## src/rtl/sdram_port_arb.sv

```systemverilog
// rtl/sdram_port_arb.sv - two-port burst-locked arbiter in front of the SDRAM core request port
// Define SDRAM_ARB_FIXED_PRIO_EN for fixed priority (port 0 wins ties); default is round-robin.
module sdram_port_arb #(
  parameter int CNT_W = 9
) (
  input  logic        clk_i,
  input  logic        rst_i,
  input  logic [31:0] m0_addr_i,
  input  logic [3:0]  m0_wr_i,
  input  logic        m0_rd_i,
  input  logic [7:0]  m0_len_i,
  input  logic [31:0] m0_write_data_i,
  output logic        m0_accept_o,
  output logic        m0_ack_o,
  output logic        m0_error_o,
  output logic [31:0] m0_read_data_o,
  input  logic [31:0] m1_addr_i,
  input  logic [3:0]  m1_wr_i,
  input  logic        m1_rd_i,
  input  logic [7:0]  m1_len_i,
  input  logic [31:0] m1_write_data_i,
  output logic        m1_accept_o,
  output logic        m1_ack_o,
  output logic        m1_error_o,
  output logic [31:0] m1_read_data_o,
  output logic [31:0] ram_addr_o,
  output logic [3:0]  ram_wr_o,
  output logic        ram_rd_o,
  output logic [7:0]  ram_len_o,
  output logic [31:0] ram_write_data_o,
  input  logic        ram_accept_i,
  input  logic        ram_ack_i,
  input  logic        ram_error_i,
  input  logic [31:0] ram_read_data_i
);

  typedef enum logic {ST_IDLE = 1'b0, ST_BUSY = 1'b1} state_t;

  state_t             state_q, state_d;
  logic               owner_q, owner_d;
  logic [CNT_W-1:0]   accepts_left_q, accepts_left_d;
  logic [CNT_W-1:0]   acks_left_q, acks_left_d;
`ifndef SDRAM_ARB_FIXED_PRIO_EN
  logic               last_grant_q, last_grant_d;
`endif

  logic               req0, req1, any_req, cand, sel;
  logic               sel_rd;
  logic [3:0]         sel_wr;
  logic [7:0]         sel_len;
  logic               idle_grant, busy_accept, routed, route_ack;
  logic [CNT_W-1:0]   burst_beats, acks_after_grant;

  assign req0    = m0_rd_i | (m0_wr_i != 4'd0);
  assign req1    = m1_rd_i | (m1_wr_i != 4'd0);
  assign any_req = req0 | req1;

`ifdef SDRAM_ARB_FIXED_PRIO_EN
  assign cand = ~req0 & req1;
`else
  assign cand = (req0 & req1) ? ~last_grant_q : (~req0 & req1);
`endif

  // Once busy, only the owner may drive the core until its burst drains.
  assign sel     = (state_q == ST_BUSY) ? owner_q : cand;
  assign sel_rd  = sel ? m1_rd_i  : m0_rd_i;
  assign sel_wr  = sel ? m1_wr_i  : m0_wr_i;
  assign sel_len = sel ? m1_len_i : m0_len_i;

  assign idle_grant  = (state_q == ST_IDLE) & any_req & ram_accept_i;
  assign busy_accept = (state_q == ST_BUSY) & ram_accept_i & (accepts_left_q != '0);
  assign routed      = (state_q == ST_BUSY) | (idle_grant & ram_ack_i);
  assign route_ack   = routed & ram_ack_i;

  assign burst_beats      = CNT_W'(sel_len) + CNT_W'(1);
  assign acks_after_grant = ram_ack_i ? burst_beats - CNT_W'(1) : burst_beats;

  always_ff @(posedge clk_i) begin
    if (rst_i) begin
      state_q        <= ST_IDLE;
      owner_q        <= 1'b0;
      accepts_left_q <= '0;
      acks_left_q    <= '0;
`ifndef SDRAM_ARB_FIXED_PRIO_EN
      last_grant_q   <= 1'b1;
`endif
    end else begin
      state_q        <= state_d;
      owner_q        <= owner_d;
      accepts_left_q <= accepts_left_d;
      acks_left_q    <= acks_left_d;
`ifndef SDRAM_ARB_FIXED_PRIO_EN
      last_grant_q   <= last_grant_d;
`endif
    end
  end

  always_comb begin
    state_d        = state_q;
    owner_d        = owner_q;
    accepts_left_d = accepts_left_q;
    acks_left_d    = acks_left_q;
`ifndef SDRAM_ARB_FIXED_PRIO_EN
    last_grant_d   = last_grant_q;
`endif
    case (state_q)
      ST_IDLE: begin
        if (idle_grant) begin
          owner_d        = cand;
          accepts_left_d = (sel_wr != 4'd0) ? CNT_W'(sel_len) : '0;
          acks_left_d    = acks_after_grant;
          // Zero-latency single-beat burst completes within the grant cycle.
          if (acks_after_grant == '0) begin
`ifndef SDRAM_ARB_FIXED_PRIO_EN
            last_grant_d = cand;
`endif
          end else begin
            state_d = ST_BUSY;
          end
        end
      end
      default: begin
        if (busy_accept) begin
          accepts_left_d = accepts_left_q - CNT_W'(1);
        end
        if (ram_ack_i && (acks_left_q != '0)) begin
          acks_left_d = acks_left_q - CNT_W'(1);
          if (acks_left_q == CNT_W'(1)) begin
            state_d = ST_IDLE;
`ifndef SDRAM_ARB_FIXED_PRIO_EN
            last_grant_d = owner_q;
`endif
          end
        end
      end
    endcase
  end

  always_comb begin
    ram_addr_o       = sel ? m1_addr_i : m0_addr_i;
    ram_len_o        = sel_len;
    ram_write_data_o = sel ? m1_write_data_i : m0_write_data_i;
    ram_rd_o         = 1'b0;
    ram_wr_o         = 4'd0;
    m0_accept_o      = 1'b0;
    m1_accept_o      = 1'b0;
    m0_ack_o         = 1'b0;
    m1_ack_o         = 1'b0;
    m0_error_o       = 1'b0;
    m1_error_o       = 1'b0;
    m0_read_data_o   = 32'd0;
    m1_read_data_o   = 32'd0;
    if (!rst_i) begin
      if (state_q == ST_IDLE) begin
        ram_rd_o = any_req & sel_rd;
        ram_wr_o = any_req ? sel_wr : 4'd0;
      end else begin
        ram_wr_o = (accepts_left_q != '0) ? sel_wr : 4'd0;
      end
      m0_accept_o = (idle_grant | busy_accept) & ~sel;
      m1_accept_o = (idle_grant | busy_accept) & sel;
      m0_ack_o    = route_ack & ~sel;
      m1_ack_o    = route_ack & sel;
      m0_error_o  = route_ack & ram_error_i & ~sel;
      m1_error_o  = route_ack & ram_error_i & sel;
      if (routed && !sel) m0_read_data_o = ram_read_data_i;
      if (routed && sel)  m1_read_data_o = ram_read_data_i;
    end
  end

endmodule

```

## config.mk

```make
export PLATFORM = sky130hd
export DESIGN_NAME = sdram_port_arb
export DESIGN_NICKNAME = d
export VERILOG_FILES = /design/src/rtl/sdram_port_arb.sv
export SDC_FILE = /design/constraint.sdc
export NUM_CORES = 1
export LEC_CHECK = 0
export ABC_AREA = 1
export CORE_AREA = 4 4 129 131
export DETAILED_ROUTE_END_ITERATION = 8
export DIE_AREA = 0 0 133 135
export GPL_TIMING_DRIVEN = 0
export SLEW_MARGIN = 15
export SYNTH_ARGS = -nofsm -noshare
export SYNTH_HDL_FRONTEND = slang
export SYNTH_SLANG_ARGS = --single-unit
```

## constraint.sdc

```tcl
create_clock -name clk_i -period 2.8 [get_ports clk_i]
set_input_delay 0.42 -clock clk_i [delete_from_list [all_inputs] [get_ports clk_i]]
set_output_delay 0.42 -clock clk_i [all_outputs]
set_load 0.05 [all_outputs]
```

==> impl_metrics.csv, run 1 <==
group,metric,value,unit
worst_setup_path,rrSetupSlack,0.21,ns
grt,grt_max_degree,14,
sta,worst_pin_slew,0.806,ns
power,leakage,3.80,nW
synthesis,synthCells,691,
worst_setup_path,reg2reg_from,"state_q$_SDFF_PP0_",
final_layout,fin_nets,1258,
place,placed_cell_area,7140,µm²
grt,grt-ovfl-total,0,
worst_setup_path,crit_family,"simple AND/OR/NAND/NOR gates",
routing,via_per_inst,4.42,
place,dp_cells,1243,
clocking,clkTransAtPathRegs,0.06,ns
sta,min_period,2.72,ns
synthesis,netlist_area,3500,µm²
routing,wl,21.5,mm
synthesis,yosysUniqueCellTypes,34,
synthesis,netlist.area_leader.share,30.0,%
clocking,clock-sinks,21,
grt,grt_pass1_vias,5343,
worst_setup_path,path_buf_inv,6,
routing,final_antenna_net_count,0,
grt,grt_first_pass_wirelength,31.4,mm
run,max-cap-violations,0,
sta,rsz0062_at_grt,"true",
worst_setup_path,crit_top_cell,"nor2_2",
min_path,hold_class,"reg2reg",
synthesis,ys_ff_latch,21,
worst_setup_path,cp.arrival,2.30,ns
worst_setup_path,slowest_stage,"dfxtp_2",
clocking,cts.path.max_buffers,2,
final_layout,fin_area,7580,µm²
final_layout,drive_above_1_share,28.8,%
sta,timing.final.ws_setup,0.0790,ns
sta,hold_viol,0,
floorplanning,start_util,22.5,%
floorplanning,fp.dieArea,18000,µm²
sta,slew_viol_final,0,
grt,grt_antenna_before_repair,1,
place,gp_congestion,0.846,
worst_setup_path,critical_path_required,2.38,ns
clocking,root_buffer,"clkbuf_16",
floorplanning,fp.dieH,135,µm
floorplanning,core,15600,µm²
floorplanning,rows,46,
final_layout,antenna_cells,0,
clocking,cts_tree,"done",
sta,period_share,97.2,%
synthesis,postSynthAreaPerCell,5.07,µm²
worst_setup_path,worstSetupEndpointType,"primary output",
final_layout,area_growth,117,%
routing,drc,0,
worst_setup_path,reg2reg_depth,20,
synthesis,synth_nets,887,
clocking,cts_made_buffers,3,
worst_setup_path,critPathKind,"reg2out",
synthesis,yosysWarnings,0,
routing,drt_iter0_markers,246,
floorplanning,die_w,133,µm
clocking,cts_hold_buffers,0,
sta,skew,0.00488,ns
routing,wire_per_inst,16.9,µm
synthesis,synthTopCellsByArea,"nand2_1, dfxtp_1, nor3_1, inv_1, nor2_1",
floorplanning,ios,338,
power,fin_total_pwr,2.89,mW
worst_setup_path,slowest_delay,0.32,ns
grt,grt_usage,22.2,%
final_layout,layoutNonFillerInstCount,1277,
power,powerDensity,381,nW/µm²
sta,setup_viol,0,
run_status,status,"completed",
place,port-buffer-count,336,
place,place_ws,-1.52,ns
worst_setup_path,crit_path_start_kind,"flip-flop",
worst_setup_path,crit_chain,"inv_2, ha_4, nand2_2, nor2_2, inv_1, nor2_2, nand2_1, nor3_2, inv_1, nor2_2, inv_2, a31oi_4, buf_6, nor3_4, buf_6",
synthesis,synth_top_area_cell,"nand2_1",
sta,maxSlewHeadroom,46.3,%
min_path,min_to,"acks_left_q[8]$_SDFFE_PP0P_",
synthesis,ys_seq_area_share,12.0,%
worst_setup_path,path_max_fanout,4,
routing,first_pass_iters,4,
sta,max_freq,0.368,GHz
worst_setup_path,crit_start,"accepts_left_q[1]$_SDFFE_PP0P_",
clocking,htree_levels,1,
min_path,hold_depth,2,
routing,vias,5646,
power,ir_drop,0.231,mV
min_path,min_from,"acks_left_q[8]$_SDFFE_PP0P_",
clocking,clkLatencyLatePin,0.26,ns
sta,totalNegativeSetupSlack,0,ns
place,hpwl,17.8,mm
worst_setup_path,regToRegEndpoint,"last_grant_q$_SDFFE_PP1P_",
==> Yosys cell counts <==
cell	n
a21oi_1	23
a221oi_1	6
a31oi_1	7
buf_1	3
buf_2	4
buf_6	2
clkbuf_1	30
dfxtp_1	21
ha_1	5
inv_1	81
inv_2	3
nand2_1	280
nand2_2	17
nand2_4	3
nand3_1	27
nand3_2	9
nand3_4	1
nand3b_1	3
nand3b_2	1
nand4_1	6
nand4_2	1
nor2_1	44
nor2_2	6
nor2_4	2
nor3_1	69
o21ai_0	22
o21bai_1	1
o21bai_2	1
o221a_2	1
o221ai_1	1
or2_2	2
or3_1	1
xnor2_1	4
xor2_1	4
==> cell type report <==
class / instances / area (µm²)
well taps: 216 / 270
clock buffers: 3 / 75.1
flip-flops and latches: 21 / 423
inverters: 84 / 318
clock inverters: 1 / 7.51
plain buffers: 39 / 334
multi-input cells: 548 / 2930
fillers: 1668 / 8010
repair buffers: 365 / 3220
==> power breakdown <==
group	internal, mW	leakage, nW	switching (mW)	total, mW
registers	0.336	0.174	0.0338	0.370
logic	0.808	3.59	1.40	2.21
clock network	0.194	0.0371	0.121	0.314
total	1.34	3.80	1.55	2.89
==> state kept, by name, summed over array words and instances, names as in the netlist <==
signal and cells:
accepts_left_q 9, acks_left_q 9, last_grant_q 1, owner_q 1, state_q 1
==> metal layers <==
layer	wire length (µm)	up-vias	GRT usage [%]
met5	7	-	0
met3	1540	23	6.33
met2	11100	176	40.2
met4	297	2	2.77
met1	8600	2511	27.0
li1	-	2934	-
==> how the worst max path moves through the flow <==
stage | end | slack [ns] | depth (start not counted)
finish | m0_accept_o | 0.08 | 15
global route | m0_accept_o | -0.09 | 15
CTS | ram_wr_o[1] | -0.08 | 14
detailed placement | m1_read_data_o[9] | -1.52 | 11
global placement | m1_read_data_o[9] | -1.56 | 11
floorplan | m0_read_data_o[10] | -0.23 | 9
==> metrics by stage <==
stage	util, %	hold slack (ns)
after floorplan	-	0.448
after global placement	45.8	0.474
after detailed placement	45.8	0.479
after CTS	47.5	0.488
after global routing	48.6	0.513
final	48.6	0.487
==> logic make-up after synthesis <==
logic type               after synthesis  share of synthesized area [%]
AND/OR/NAND/NOR                      472                           60.2
adder cells (fa/ha/maj)                5                           1.79
buffers and inverters                123                           13.8
XOR/XNOR                               8                           2.00
AO/OA/AOI/OAI                         62                           10.3
flip-flops                            21                           12.0
==> worst register-to-register path, stage by stage, from the launching register on <==
cell      delay [ns]
dfxtp_2         0.36
inv_2           0.20
nand3_4         0.18
buf_8           0.18
nand3_4         0.06
nand2_4         0.07
ha_4            0.18
buf_4           0.13
nand3_1         0.08
nand2_1         0.07
nand2_2         0.13
inv_2           0.07
nand2_1         0.07
nand2_1         0.07
nand3b_1        0.15
nor2_1          0.12
nand3_2         0.11
nand2_2         0.08
nand2_1         0.05
nand2_1         0.05
nand3_1         0.06
==> cells in the final DEF, fill, tap and decap left out, drive strengths merged, types with 5 or more instances in the layout <==
cell	count
a221oi	6
a21oi	23
ha	5
dfxtp	21
dlygate4sd2	5
o21ai	22
nand2	301
nor3	69
a31oi	7
clkbuf	45
buf	163
nand4	7
clkdlybuf4s50	181
clkdlybuf4s15	8
inv	84
nor2	52
nand3	37
==> timing repair <==
item | CTS | global route
setup buffers | 13 | 12
hold endpoints to repair | 0 | 0
pin swaps | 20 | 33
endpoints found under the setup margin | 154 | 146
gates resized for setup | 945 | 60
gates cloned | 5 | 0
Power figures use the tool's default switching activity.
==> run 2, diff against run 1 <==
CORE_AREA = 2 2 130 132   (was 4 4 129 131)
DIE_AREA = 0 0 132 134   (was 0 0 133 135)
==> impl_metrics.csv, run 2 (synthesis results as in run 1) <==
group,metric,value,unit
run_status,status,"completed",
final_layout,layout_commonest_cell,"nand2_1",
clocking,cts_hold_buffers,0,
sta,min_period,2.71,ns
worst_setup_path,path_max_fanout,6,
worst_setup_path,critical_path_required,2.38,ns
clocking,root_buffer,"clkbuf_16",
power,powerDensity,386,nW/µm²
sta,skew,0.00834,ns
power,ir_drop,0.243,mV
grt,grt_usage,23.3,%
routing,wl,22.0,mm
routing,final_antenna_net_count,0,
floorplanning,die_w,132,µm
final_layout,fin_area,7740,µm²
run,max-cap-violations,0,
min_path,hold_depth,2,
grt,grt_max_degree,14,
worst_setup_path,crit_path_start_kind,"input port",
routing,via_per_inst,4.46,
final_layout,final_cell_mix,"nand2_1, clkdlybuf4s50_1, buf_4",
worst_setup_path,reg2reg_from,"state_q$_SDFF_PP0_",
worst_setup_path,rrSetupSlack,0.17,ns
grt,grt_first_pass_wirelength,32.6,mm
routing,first_pass_iters,5,
floorplanning,fp.dieH,134,µm
place,placed_cell_area,7150,µm²
worst_setup_path,regToRegEndpoint,"last_grant_q$_SDFFE_PP1P_",
routing,drc,0,
worst_setup_path,cp-endpoint,"m0_read_data_o[11]",
final_layout,biggestRegsByFlops,"accepts_left_q: 9 flops, acks_left_q: 9 flops",
sta,period_share,96.8,%
floorplanning,core,16300,µm²
sta,setup_viol,0,
grt,grt-ovfl-total,0,
clocking,cts_made_buffers,3,
sta,max_freq,0.369,GHz
place,gp_congestion,0.842,
min_path,min_from,"acks_left_q[8]$_SDFFE_PP0P_",
sta,totalNegativeSetupSlack,0,ns
sta,maxSlewHeadroom,59.6,%
sta,slew_viol_final,0,
clocking,clock-sinks,21,
grt,grt_pass1_vias,5605,
final_layout,area_growth,121,%
clocking,htree_levels,1,
routing,drt_iter0_markers,331,
floorplanning,rows,47,
worst_setup_path,crit_start,"ram_accept_i",
final_layout,drive_above_1_share,30.8,%
floorplanning,start_util,21.5,%
sta,worst_pin_slew,0.606,ns
routing,vias,5796,
clocking,clkLatencyLatePin,0.26,ns
routing,wire_per_inst,16.9,µm
final_layout,fin_nets,1275,
floorplanning,ios,338,
grt,grt_antenna_before_repair,0,
place,hpwl,17.7,mm
worst_setup_path,reg2reg_depth,18,
sta,hold_viol,0,
clocking,cts_tree,"done",
worst_setup_path,cp.arrival,2.29,ns
worst_setup_path,critPathKind,"in2out",
clocking,clkTransAtPathRegs,0.06,ns
power,leakage,3.88,nW
floorplanning,fp.dieArea,17700,µm²
worst_setup_path,worstSetupEndpointType,"primary output",
place,port-buffer-count,336,
min_path,hold_class,"reg2reg",
clocking,cts.path.max_buffers,2,
run 2: cell count changes in the layout (fill, tap and decap cells not counted), sizes merged:
cell / previous run / this run
buf: 163 / 185
bufbuf: 2 / 1
clkbuf: 45 / 43
clkdlybuf4s15: 8 / 6
clkdlybuf4s50: 181 / 180
diode: 0 / 1
dlygate4sd2: 5 / 8
dlymetal6s2s: 3 / 1
run 2: power by group:
part / leakage (nW) / total (mW) / internal, mW / switching (mW)
clock: 0.0371 / 0.326 / 0.194 / 0.132
sequential: 0.174 / 0.371 / 0.336 / 0.0351
combinational: 3.67 / 2.29 / 0.845 / 1.45
total: 3.88 / 2.99 / 1.38 / 1.61
run 2: final cells by class:
type,instances,area [µm²]
plain buffers,39,332
inverters,84,318
well taps,220,275
fillers,1700,8550
flip-flops and latches,21,423
clock inverters,1,7.51
multi-input cells,548,2980
diodes,1,2.50
repair buffers,382,3330
clock buffers,3,75.1
run 2: through the flow:
stage                     std cells  util (%)  setup slack (ns)  hold WS, ns  power [mW]
after global placement         1247      43.9             -1.55        0.474        2.45
after global routing           1298      47.5           -0.0412        0.522        3.16
after CTS                      1282      46.0           0.00218        0.491        2.88
final                          1299      47.5            0.0906        0.490        2.99
after floorplan                 691         -            -0.230        0.448        1.62
after detailed placement       1247      43.9             -1.55        0.474        2.46
run 2: per-layer routing:
metal | track usage [%] | wire [µm] | vias up
li1 | - | - | 2964
met1 | 30.6 | 9210 | 2573
met2 | 39.4 | 10700 | 227
met3 | 5.03 | 1520 | 32
met4 | 5.01 | 518 | 0
met5 | 0 | 0 | -
run 2: how the worst min path moves through the flow:
stage	to	slack, ns
4_1_cts	acks_left_q[8]$_SDFFE_PP0P_	0.49
2_1_floorplan	last_grant_q$_SDFFE_PP1P_	0.45
5_1_grt	last_grant_q$_SDFFE_PP1P_	0.52
6_report	acks_left_q[8]$_SDFFE_PP0P_	0.49
3_3_place_gp	acks_left_q[8]$_SDFFE_PP0P_	0.47
3_5_place_dp	last_grant_q$_SDFFE_PP1P_	0.47
run 2: worst max-delay path, stage by stage:
cell	delay, ns
clkdlybuf4s50_1	0.53
inv_1	0.07
nor2_2	0.14
inv_2	0.07
o21ai_4	0.24
nand2_4	0.14
clkbuf_16	0.18
nor3_4	0.27
buf_6	0.21
run 2: timing repair:
item / CTS / global route
buffers inserted: 26 / 16
setup endpoints to repair: 153 / 125
resized for setup: 967 / 59
pin swaps: 28 / 36
cloned: 5 / 0
==> run 3, diff against run 2 <==
CTS_BUF_LIST = sky130_fd_sc_hd__clkbuf_8 sky130_fd_sc_hd__clkbuf_16   (was default)
==> results of run 3 <==
Final layout, timing and power as in run 2 (identical DEF).
